$ cat src/rtl/imem_boot_loader_pkg.sv
// Shared constants, loader state encoding and header validation for the
// instruction-memory boot loader.
package imem_boot_loader_pkg;

  localparam int unsigned INSTR_MEM_SIZE = 1024;
  localparam int unsigned ADDR_W         = $clog2(INSTR_MEM_SIZE);
  localparam int unsigned WORD_LEN       = 32;
  localparam int unsigned MEM_CELL_SIZE  = 8;
  localparam int unsigned CELL_W         = MEM_CELL_SIZE;
  localparam int unsigned LEN_W          = 16;
  localparam int unsigned CNT_W          = ADDR_W + 1;

  localparam logic [WORD_LEN-1:0] NOP = 32'h0;

  typedef enum logic [2:0] {
    ST_IDLE   = 3'd0,
    ST_LEN_HI = 3'd1,
    ST_LEN_LO = 3'd2,
    ST_LOAD   = 3'd3,
    ST_CSUM   = 3'd4,
    ST_DONE   = 3'd5,
    ST_ERR    = 3'd6
  } state_e;

  // A usable image is non-empty, fits in memory and is whole words.
  function automatic logic len_ok(input logic [LEN_W-1:0] n);
    return (n != '0) && (n <= LEN_W'(INSTR_MEM_SIZE)) && (n[1:0] == 2'b00);
  endfunction

endpackage

$ cat src/rtl/imem_boot_loader_if.sv
// Boot byte stream plus instruction-memory byte write port.
interface imem_boot_loader_if;
  import imem_boot_loader_pkg::*;

  logic [CELL_W-1:0] rx_data;
  logic              rx_valid;
  logic              rx_ready;
  logic              mem_we;
  logic [ADDR_W-1:0] mem_waddr;
  logic [CELL_W-1:0] mem_wdata;

  modport master (
    input  rx_data, rx_valid,
    output rx_ready, mem_we, mem_waddr, mem_wdata
  );

  modport slave (
    output rx_data, rx_valid,
    input  rx_ready, mem_we, mem_waddr, mem_wdata
  );

endinterface

$ cat src/rtl/imem_boot_loader.sv
// Reloads instruction memory from a length-prefixed, checksummed byte stream
// while holding the pipeline, then restarts it from PC 0.
module imem_boot_loader
  import imem_boot_loader_pkg::*;
(
  input  logic                clk,
  input  logic                rst,
  input  logic                start,
  imem_boot_loader_if.master  bus,
  input  logic [WORD_LEN-1:0] mem_instr,
  output logic [WORD_LEN-1:0] fetch_instr,
  output logic                cpu_hold,
  output logic                cpu_restart,
  output logic                busy,
  output logic                done,
  output logic                err
);

  state_e            state_q, state_d;
  logic [LEN_W-1:0]  len_q, len_d;
  logic [CNT_W-1:0]  byte_cnt_q, byte_cnt_d;
  logic [ADDR_W-1:0] addr_cnt_q, addr_cnt_d;
  logic [CELL_W-1:0] sum_q, sum_d;

  logic              rx_ready_q, rx_ready_d;
  logic              mem_we_q, mem_we_d;
  logic [ADDR_W-1:0] mem_waddr_q, mem_waddr_d;
  logic [CELL_W-1:0] mem_wdata_q, mem_wdata_d;
  logic              cpu_hold_q, cpu_hold_d;
  logic              cpu_restart_q, cpu_restart_d;
  logic              busy_q, busy_d;
  logic              done_q, done_d;
  logic              err_q, err_d;

  logic              rx_fire;
  logic [LEN_W-1:0]  len_full;
  logic [CELL_W-1:0] sum_next;

  assign rx_fire  = bus.rx_valid && rx_ready_q;
  assign len_full = {len_q[LEN_W-1:CELL_W], bus.rx_data};
  // Checksum covers the length header as well as the payload.
  assign sum_next = sum_q + bus.rx_data;

  always_comb begin
    state_d       = state_q;
    len_d         = len_q;
    byte_cnt_d    = byte_cnt_q;
    addr_cnt_d    = addr_cnt_q;
    sum_d         = sum_q;
    mem_we_d      = 1'b0;
    mem_waddr_d   = mem_waddr_q;
    mem_wdata_d   = mem_wdata_q;
    cpu_hold_d    = cpu_hold_q;
    cpu_restart_d = 1'b0;
    busy_d        = busy_q;
    done_d        = done_q;
    err_d         = err_q;

    unique case (state_q)
      ST_IDLE, ST_DONE, ST_ERR: begin
        if (start) begin
          state_d    = ST_LEN_HI;
          len_d      = '0;
          byte_cnt_d = '0;
          addr_cnt_d = '0;
          sum_d      = '0;
          cpu_hold_d = 1'b1;
          busy_d     = 1'b1;
          done_d     = 1'b0;
          err_d      = 1'b0;
        end
      end

      ST_LEN_HI: begin
        if (rx_fire) begin
          len_d[LEN_W-1:CELL_W] = bus.rx_data;
          sum_d                 = sum_next;
          state_d               = ST_LEN_LO;
        end
      end

      ST_LEN_LO: begin
        if (rx_fire) begin
          len_d = len_full;
          sum_d = sum_next;
          if (len_ok(len_full)) begin
            state_d = ST_LOAD;
          end else begin
            state_d = ST_ERR;
            err_d   = 1'b1;
            busy_d  = 1'b0;
          end
        end
      end

      // Each accepted byte is written the following cycle at the running address.
      ST_LOAD: begin
        if (rx_fire) begin
          mem_we_d    = 1'b1;
          mem_waddr_d = addr_cnt_q;
          mem_wdata_d = bus.rx_data;
          addr_cnt_d  = addr_cnt_q + ADDR_W'(1);
          byte_cnt_d  = byte_cnt_q + CNT_W'(1);
          sum_d       = sum_next;
          if (LEN_W'(byte_cnt_q) + LEN_W'(1) == len_q) begin
            state_d = ST_CSUM;
          end
        end
      end

      // On failure cpu_hold stays high so a partial image never executes.
      ST_CSUM: begin
        if (rx_fire) begin
          busy_d = 1'b0;
          if (bus.rx_data == sum_q) begin
            state_d       = ST_DONE;
            done_d        = 1'b1;
            cpu_hold_d    = 1'b0;
            cpu_restart_d = 1'b1;
          end else begin
            state_d = ST_ERR;
            err_d   = 1'b1;
          end
        end
      end

      default: state_d = ST_IDLE;
    endcase

    rx_ready_d = (state_d == ST_LEN_HI) || (state_d == ST_LEN_LO) ||
                 (state_d == ST_LOAD)   || (state_d == ST_CSUM);
  end

  always_ff @(posedge clk) begin
    if (rst) begin
      state_q       <= ST_IDLE;
      len_q         <= '0;
      byte_cnt_q    <= '0;
      addr_cnt_q    <= '0;
      sum_q         <= '0;
      rx_ready_q    <= 1'b0;
      mem_we_q      <= 1'b0;
      mem_waddr_q   <= '0;
      mem_wdata_q   <= '0;
      cpu_hold_q    <= 1'b0;
      cpu_restart_q <= 1'b0;
      busy_q        <= 1'b0;
      done_q        <= 1'b0;
      err_q         <= 1'b0;
    end else begin
      state_q       <= state_d;
      len_q         <= len_d;
      byte_cnt_q    <= byte_cnt_d;
      addr_cnt_q    <= addr_cnt_d;
      sum_q         <= sum_d;
      rx_ready_q    <= rx_ready_d;
      mem_we_q      <= mem_we_d;
      mem_waddr_q   <= mem_waddr_d;
      mem_wdata_q   <= mem_wdata_d;
      cpu_hold_q    <= cpu_hold_d;
      cpu_restart_q <= cpu_restart_d;
      busy_q        <= busy_d;
      done_q        <= done_d;
      err_q         <= err_d;
    end
  end

  assign bus.rx_ready  = rx_ready_q;
  assign bus.mem_we    = mem_we_q;
  assign bus.mem_waddr = mem_waddr_q;
  assign bus.mem_wdata = mem_wdata_q;
  assign cpu_hold      = cpu_hold_q;
  assign cpu_restart   = cpu_restart_q;
  assign busy          = busy_q;
  assign done          = done_q;
  assign err           = err_q;

  // Feed NOPs to IF while the image is being replaced or is invalid.
  assign fetch_instr = cpu_hold_q ? NOP : mem_instr;

endmodule

$ cat src/flat_wrapper.sv
// flat-port wrapper written by rule: the top's interface ports become plain ports
module imem_boot_loader_flat import imem_boot_loader_pkg::*;
  (clk, rst, start, mem_instr, fetch_instr, cpu_hold, cpu_restart, busy, done, err, bus_rx_data, bus_rx_valid, bus_rx_ready, bus_mem_we, bus_mem_waddr, bus_mem_wdata);
  imem_boot_loader_if bus_i ();
  input  logic clk;
  input  logic rst;
  input  logic start;
  input  logic [WORD_LEN-1:0] mem_instr;
  output logic [WORD_LEN-1:0] fetch_instr;
  output logic cpu_hold;
  output logic cpu_restart;
  output logic busy;
  output logic done;
  output logic err;
  input wire logic [$bits(bus_i.rx_data)-1:0] bus_rx_data;
  input wire logic [$bits(bus_i.rx_valid)-1:0] bus_rx_valid;
  output wire logic [$bits(bus_i.rx_ready)-1:0] bus_rx_ready;
  output wire logic [$bits(bus_i.mem_we)-1:0] bus_mem_we;
  output wire logic [$bits(bus_i.mem_waddr)-1:0] bus_mem_waddr;
  output wire logic [$bits(bus_i.mem_wdata)-1:0] bus_mem_wdata;
  assign bus_i.rx_data = bus_rx_data;
  assign bus_i.rx_valid = bus_rx_valid;
  assign bus_rx_ready = bus_i.rx_ready;
  assign bus_mem_we = bus_i.mem_we;
  assign bus_mem_waddr = bus_i.mem_waddr;
  assign bus_mem_wdata = bus_i.mem_wdata;
  imem_boot_loader u_core (.clk(clk), .rst(rst), .start(start), .bus(bus_i), .mem_instr(mem_instr), .fetch_instr(fetch_instr), .cpu_hold(cpu_hold), .cpu_restart(cpu_restart), .busy(busy), .done(done), .err(err));
endmodule
$ cat config.mk
export PLATFORM = sky130hd
export DESIGN_NAME = imem_boot_loader_flat
export DESIGN_NICKNAME = d
export VERILOG_FILES = /design/src/rtl/imem_boot_loader_pkg.sv /design/src/rtl/imem_boot_loader_if.sv /design/src/rtl/imem_boot_loader.sv /design/src/flat_wrapper.sv
export SDC_FILE = /design/constraint.sdc
export NUM_CORES = 1
export LEC_CHECK = 0
export BUFFER_PORTS_ARGS = -buffer_cell sky130_fd_sc_hd__buf_2
export CORE_MARGIN = 2
export CORE_UTILIZATION = 40
export CTS_CLUSTER_SIZE = 28
export DETAILED_ROUTE_END_ITERATION = 16
export PLACE_DENSITY = 0.74
export SYNTH_ARGS = -nofsm -noshare
export SYNTH_HDL_FRONTEND = slang
export SYNTH_SLANG_ARGS = --single-unit
$ cat constraint.sdc
create_clock -name clk -period 2.81 [get_ports clk]
set_input_delay 0.281 -clock clk [delete_from_list [all_inputs] [get_ports clk]]
set_output_delay 0.281 -clock clk [all_outputs]
set_load 0.01 [all_outputs]
# --- After elaboration in Yosys (flattened, before gate mapping) ---
# Cells that the tools add are included.
word_totals:
  reg_bits: 73
  out_inout_bits: 57
op_classes:
  addsub: 4
  n_lt_le_gt_ge: 1
  eq_ne: 21
  n_mux: 43
  n_bitwise: 4
  reduce_logical: 27
op_table:
  columns: ["cell", "n"]
  rows:
  - ["32-bit two-way mux", 1]
  - ["8-bit two-way mux", 4]
  - ["8-bit one-hot mux with 2 select lines", 2]
  - ["8-bit one-hot mux with 3 select lines", 1]
  - ["11-bit two-way mux", 2]
  - ["11-bit one-hot mux with 2 select lines", 1]
  - ["3-bit two-way mux", 7]
  - ["10-bit two-way mux", 2]
  - ["10-bit one-hot mux with 2 select lines", 1]
  - ["16-bit equality test", 1]
  - ["16-bit by 11-bit less-or-equal comparator with 1-bit output, second input constant", 1]
  - ["16-bit two-way mux", 1]
  - ["16-bit nonzero test", 1]
  - ["1-bit two-way mux", 15]
  - ["3-bit one-hot mux with 5 select lines", 1]
  - ["11-bit by 1-bit adder with 12-bit output, second input constant", 1]
  - ["3-bit by 2-bit equality test with 1-bit output, second input constant", 4]
  - ["3-bit equality test, second input constant", 4]
  - ["2-bit by 1-bit != test with 1-bit output, second input constant", 6]
  - ["11-bit by 1-bit adder with 11-bit output, second input constant", 1]
  - ["10-bit by 1-bit adder with 10-bit output, second input constant", 1]
  - ["2-bit nonzero test", 5]
  - ["3-bit AND reduction", 3]
  - ["3-bit OR reduction", 3]
  - ["18 further kinds", 31]

# --- Depth between registers and ports, before layout ---
# Gate-level depths: netlist of the first run.
depth:
  word_depth: 10
  ltp_mapped: 10

# --- Worst setup path after synthesis of the first run ---
# Ideal clock, no wire load.
synth_path:
  path_type: "flip-flop to flip-flop"
  startpoint: "register u_core.byte_cnt_q[0]"
  endpoint: "register u_core.state_q[1]"
  setup_ps: 134
  arrival_time_ps: 2094
  slack_ps: 583
  stages_incl_launch_ff: 9
  path_cell_list: "dfxtp_1 ha_1 buf_2 nand2_1 or3_1 a2111oi_0 nor4bb_1 and3b_1 a211oi_1"
synth_between:
  elab_chain_cells: 5
synth_lines:
  columns: ["element", "line_no", "text"]
  rows:
  - ["start: declaration", "imem_boot_loader.sv:21", "logic [CNT_W-1:0] byte_cnt_q, byte_cnt_d;"]
  - ["start signal: assignment", "imem_boot_loader.sv:153", "byte_cnt_q <= byte_cnt_d;"]
  - ["11-bit by 1-bit adder with 12-bit output", "imem_boot_loader.sv:105", "if (LEN_W'(byte_cnt_q) + LEN_W'(1) == len_q) begin"]
  - ["16-bit equality test", "imem_boot_loader.sv:105", null]
  - ["3-bit two-way mux", "imem_boot_loader.sv:105", null]
  - ["3-bit two-way mux", "imem_boot_loader.sv:98", "if (rx_fire) begin"]
  - ["3-bit one-hot mux with 5 select lines", "imem_boot_loader.sv:59", "unique case (state_q)"]
  - ["end signal: assignment", "imem_boot_loader.sv:151", "state_q <= state_d;"]
  - ["end: declaration", "imem_boot_loader.sv:19", "state_e state_q, state_d;"]
# Every way passes these cells.
# A chain may end at the register's enable or synchronous reset.

# --- Final worst setup path of the first run ---
# Ends and elaborated chain as after synthesis.

==> results of run 1 <==
==> layer usage <==
layer | vias to the layer above | global-route usage | wire, um
met5 | - | 0 | 0
met4 | 0 | 0.0610 | 176
met3 | 17 | 0.0451 | 1010
met2 | 214 | 0.353 | 5470
met1 | 1926 | 0.252 | 4940
li1 | 2027 | - | -
==> report_power, final <==
group	leakage, nW	switching, mW	total, mW	internal, mW
Combinational	1.23	0.192	0.326	0.134
Clock	0.107	0.409	0.912	0.503
Sequential	0.589	0.0292	1.08	1.05
==> flip-flops by register name, summed over array words and instances (netlist names) <==
register and cells:
u_core.err 1, u_core.cpu_restart 1, u_core.busy 1, u_core.done 1
u_core.cpu_hold 1, u_core.addr_cnt_q 10, u_core.bus.mem_wdata 8, u_core.state_q 3
u_core.sum_q 8, u_core.len_q 16, u_core.bus.mem_we 1, u_core.bus.mem_waddr 10
u_core.byte_cnt_q 11, u_core.bus.rx_ready 1
==> Yosys cell counts, drive strengths merged, types with 3 or more instances <==
library cell   n
nor3          12
clkbuf        27
nor4           8
a311oi         3
a22oi          8
a31oi          3
nand3         20
nor4b          4
nor2          49
and3           5
xor2          12
and3b          3
xnor2         13
o211ai         3
ha             9
or4            5
dfxtp         73
nand2         76
a21oi         53
mux2i          8
o21ai         17
nand4          7
nor2b         37
nand3b         4
inv            9
or3            6
o21a           3
buf            9
==> how the worst min path moves through the flow <==
stage,endpoint,slack (ps),depth (start not counted)
5_1_grt,u_core.len_q[10],210,3
2_1_floorplan,u_core.bus.mem_wdata[0],420,2
6_report,u_core.len_q[11],210,3
4_1_cts,u_core.len_q[8],210,3
3_5_place_dp,u_core.bus.mem_waddr[0],450,2
3_3_place_gp,u_core.bus.mem_wdata[5],440,2
==> logic make-up after synthesis <==
logic type,after synthesis
buf+inv,46
xor+xnor,25
mux,8
flops,73
compound gates,117
fa+ha+maj,10
simple gates,246
==> worst max-delay path, stage by stage (launching register included) <==
cell	delay (ps)
dfxtp_1	460
ha_1	390
nand2_1	120
or3_1	380
a2111oi_0	410
nor4bb_1	330
and3b_1	230
a211oi_1	70
==> final cells by class <==
class | count | area, um2
Clock buffer | 10 | 128
Clock inverter | 6 | 90.1
Fill cell | 955 | 4980
Inverter | 9 | 33.8
Multi-Input combinational cell | 406 | 2420
Sequential cell | 73 | 1460
Tap cell | 133 | 166
Timing Repair Buffer | 111 | 583
==> cell usage in the layout, fill, tap and decap left out, drive strengths merged, types with 12 or more instances in the layout <==
cell,instances
nor3,12
xnor2,13
xor2,12
buf,111
a21oi,53
dfxtp,73
nand2,76
nor2,49
nor2b,37
nand3,20
o21ai,17
==> flow_metrics.py, run 1 <==
metrics = {
    "synthesis": {
        "synthMuxAreaShare": 0.0195,
        "post_synth.cell_area_avg_um2": 7.82,
        "synth.distinct_cells": 66,
        "synth-edff-count": 0,
        "synth_area_um2": 4100,
        "yosysWarningCount": 0,
        "synth_xor_area_frac": 0.0534,
        "seq_area_frac_synth": 0.356,
        "synth-seq-cells": 73,
        "syn_inst": 525,
        "synthSimpleGateAreaFrac": 0.300,
        "synth-adder-area-share": 0.0323,
        "synth-compound-area-share": 0.183,
        "synth.top_cell.area_share": 0.356,
        "synth_ff_type": "dfxtp_1",
        "async_reset_ff_frac": 0,
        "synth_nets": 579,
        "synth_area_leader_cell": "dfxtp_1",
        "synth_top_family_by_area": "simple AND/OR/NAND/NOR gates",
        "synth_area_leaders": "dfxtp_1 36%, nand2_1 7.0%, a21oi_1 6.3%",
    },
    "sta": {
        "final.min_clock_period_ps": 2530,
        "clock_skew_ps": 10.9,
        "finalHoldViolations": 0,
        "drv_slew": 0,
        "fmax_ghz": 0.395,
        "period_share": 0.902,
        "setup_slack_ps": 276,
        "rsz0062_at_grt": "false",
        "whs_ps": 209,
        "setup_viol": 0,
        "fin_tns_setup_ps": 0,
        "maxSlewHeadroom": 0.310,
        "tightest_slew_ps": 1030,
    },
    "place": {
        "dp_hpwl_mm": 8.35,
        "place_congestion": 0.900,
        "placed_cells": 732,
        "place_ws_ps": 323,
        "port_buffers": 100,
        "dpl_cell_area_um2": 4670,
    },
    "status": {
        "outcome": "complete, no violations",
    },
    "global_routing": {
        "track_usage": 0.204,
        "grt_pass1_wl_mm": 18.2,
        "gr-total-overflow": 0,
        "grt_max_degree": 55,
        "antenna_found_initial": 0,
        "first_global_vias": 3758,
    },
    "finish": {
        "drive_above_1_share": 0.220,
        "final_util": 0.495,
        "stdcell_count": 748,
        "nets": 664,
        "final_area_um2": 4880,
        "area_growth_pct": 19.0,
        "num_antenna_cells": 0,
    },
    "cts": {
        "cts_num_sinks": 73,
        "cts_tree": "yes",
        "cts_buffers": 9,
        "cts_hold_buf": 0,
        "post_cts.repair.setup_buffers": 0,
        "clock_latency_ps": 360,
        "cts_resized": 0,
        "htreeDepth": 3,
        "clk_pin_slew_worst_paths_ps": 80,
        "cts.path.max_buffers": 2,
        "cts-root-buf": "clkbuf_8",
    },
    "worst_setup_path": {
        "cp_max_fo": 9,
        "crit_path_end_kind": "flip-flop",
        "r2r-start": "u_core.byte_cnt_q[0]",
        "cp-endpoint": "u_core.state_q[1]",
        "r2r-end": "u_core.state_q[1]",
        "crit_type": "reg2reg",
        "ff2ff_path_depth": 7,
        "worstSetupStartpoint": "u_core.byte_cnt_q[0]",
        "cp_data_required_time_ps": 3030,
        "cp.arrival_ps": 2760,
        "cp-start-kind": "flip-flop",
        "r2r_slack_ps": 280,
    },
    "route": {
        "via_count": 4184,
        "drtPass1Iterations": 5,
        "wl_per_cell_um": 15.5,
        "drt_iter0_markers": 328,
        "drc_errors": 0,
        "ant_nets": 0,
        "viasPerCell": 5.59,
        "wirelength_mm": 11.6,
    },
    "die": {
        "core_region_area_um2": 9860,
        "ios": 101,
        "die_h_um": 105,
        "rows": 36,
        "dieArea_um2": 11100,
        "die_x_um": 105,
        "initial_core_util": 0.416,
    },
    "power_and_ir_drop": {
        "powerDensity_nw_per_um2": 474,
        "ir_drop_mv": 0.340,
        "leakage_nw": 1.92,
        "power_mw": 2.32,
    },
    "min_path": {
        "hold_class": "in2reg",
        "worstHoldStart": "bus_rx_data[3]",
    },
    "run": {
        "cap_violations": 0,
    },
}
Note: power is estimated with default switching activity, not from simulation.
==> run 2, diff against run 1 <==
PLACE_DENSITY = default   (was 0.74)
REMOVE_ABC_BUFFERS = 1   (was default)
==> flow_metrics.py, run 2 (synthesized netlist as in run 1, its figures left out) <==
metrics = {
    "cts": {
        "cts_resized": 0,
        "post_cts.repair.setup_buffers": 0,
        "cts-root-buf": "clkbuf_8",
        "htreeDepth": 3,
        "cts_hold_buf": 0,
        "cts_buffers": 9,
        "clock_latency_ps": 360,
        "cts.path.max_buffers": 2,
        "cts_num_sinks": 73,
        "cts_tree": "yes",
        "clk_pin_slew_worst_paths_ps": 100,
    },
    "route": {
        "ant_nets": 0,
        "wirelength_mm": 11.8,
        "drc_errors": 0,
        "wl_per_cell_um": 15.8,
        "via_count": 4117,
        "drt_iter0_markers": 276,
        "drtPass1Iterations": 5,
        "viasPerCell": 5.50,
    },
    "sta": {
        "whs_ps": 194,
        "tightest_slew_ps": 996,
        "setup_viol": 0,
        "setup_slack_ps": 294,
        "finalHoldViolations": 0,
        "maxSlewHeadroom": 0.335,
        "drv_slew": 0,
        "rsz0062_at_grt": "false",
        "period_share": 0.896,
        "clock_skew_ps": 17.1,
        "final.min_clock_period_ps": 2520,
        "fmax_ghz": 0.397,
    },
    "finish": {
        "drive_above_1_share": 0.226,
        "final_cell_mix": "100 x buf_2, 76 x nand2_1, 73 x dfxtp_1",
        "num_antenna_cells": 0,
        "reg_top3": "u_core.len_q: 16 flops, u_core.byte_cnt_q: 11 flops",
        "area_growth_pct": 19.1,
        "final_common_cell": "buf_2",
        "largest_reg_flops": 16,
        "nets": 665,
        "largest-register": "u_core.len_q",
        "stdcell_count": 749,
    },
    "worst_setup_path": {
        "cp-endpoint": "u_core.state_q[1]",
        "cp-start-kind": "flip-flop",
        "r2r-end": "u_core.state_q[1]",
        "cp_data_required_time_ps": 3020,
        "r2r-start": "u_core.byte_cnt_q[0]",
        "r2r_slack_ps": 290,
        "ff2ff_path_depth": 7,
        "worstSetupStartpoint": "u_core.byte_cnt_q[0]",
        "crit_path_end_kind": "flip-flop",
        "cp.arrival_ps": 2720,
        "cp_max_fo": 9,
        "crit_type": "reg2reg",
    },
    "die": {
        "die_h_um": 105,
        "rows": 36,
        "core_region_area_um2": 9860,
        "ios": 101,
        "die_x_um": 105,
        "initial_core_util": 0.416,
        "dieArea_um2": 11100,
    },
    "global_routing": {
        "antenna_found_initial": 0,
        "grt_max_degree": 55,
        "grt_pass1_wl_mm": 18.4,
        "track_usage": 0.208,
        "gr-total-overflow": 0,
        "first_global_vias": 3638,
    },
    "place": {
        "place_congestion": 0.904,
        "dp_hpwl_mm": 8.53,
        "place_ws_ps": 190,
        "port_buffers": 100,
        "placed_cells": 733,
    },
    "status": {
        "outcome": "complete, no violations",
    },
    "power_and_ir_drop": {
        "leakage_nw": 1.92,
        "powerDensity_nw_per_um2": 466,
        "power_mw": 2.28,
        "ir_drop_mv": 0.282,
    },
    "min_path": {
        "hold_class": "in2reg",
    },
    "run": {
        "cap_violations": 0,
    },
}
run 2: how the worst min path moves through the flow:
stage	startpoint	endpoint	slack, ps	depth (start not counted)
finish	bus_rx_data[3]	u_core.bus.mem_wdata[3]	190	3
global route	bus_rx_data[3]	u_core.bus.mem_wdata[3]	200	3
CTS	bus_rx_data[3]	u_core.bus.mem_wdata[3]	190	3
detailed placement	u_core.bus.mem_wdata[6]	u_core.bus.mem_wdata[6]	450	2
global placement	u_core.bus.mem_wdata[5]	u_core.bus.mem_wdata[5]	440	2
floorplan	rst	u_core.addr_cnt_q[1]	350	1
run 2: layout make-up:
class,count,area (um2)
fill,989,4980
inverter,9,33.8
clock inverter,7,82.6
timing repair buffer,112,591
clock buffer,9,124
tap,133,166
multi-input combinational,406,2430
sequential,73,1460
run 2: worst max-delay path: stages (launching register included):
cell       delay [ps]
dfxtp_1           450
ha_2              320
nand2_1           190
or3_1             400
a2111oi_0         390
nor4bb_2          330
and3b_1           230
a211oi_1           70
run 2: stage by stage:
stage | utilization | cell area (um2) | setup TNS, ps
2_1_floorplan | - | 3910 | -5.37
3_3_place_gp | 0.474 | 4670 | 0
3_5_place_dp | 0.474 | 4670 | 0
4_1_cts | 0.495 | 4880 | 0
5_1_grt | 0.496 | 4890 | 0
6_report | 0.496 | 4890 | 0
run 2: power by group:
group          internal [mW]  switching [mW]  total (mW)
registers               1.05          0.0294        1.08
logic                  0.134           0.193       0.327
clock network          0.426           0.448       0.873
total                   1.61           0.671        2.28
run 2: per-layer routing:
layer	global-route usage	vias up	share of wire
li1	-	2024	-
met1	0.262	1865	0.43
met2	0.349	193	0.46
met3	0.0445	35	0.077
met4	0.0733	0	0.029
met5	0	-	0
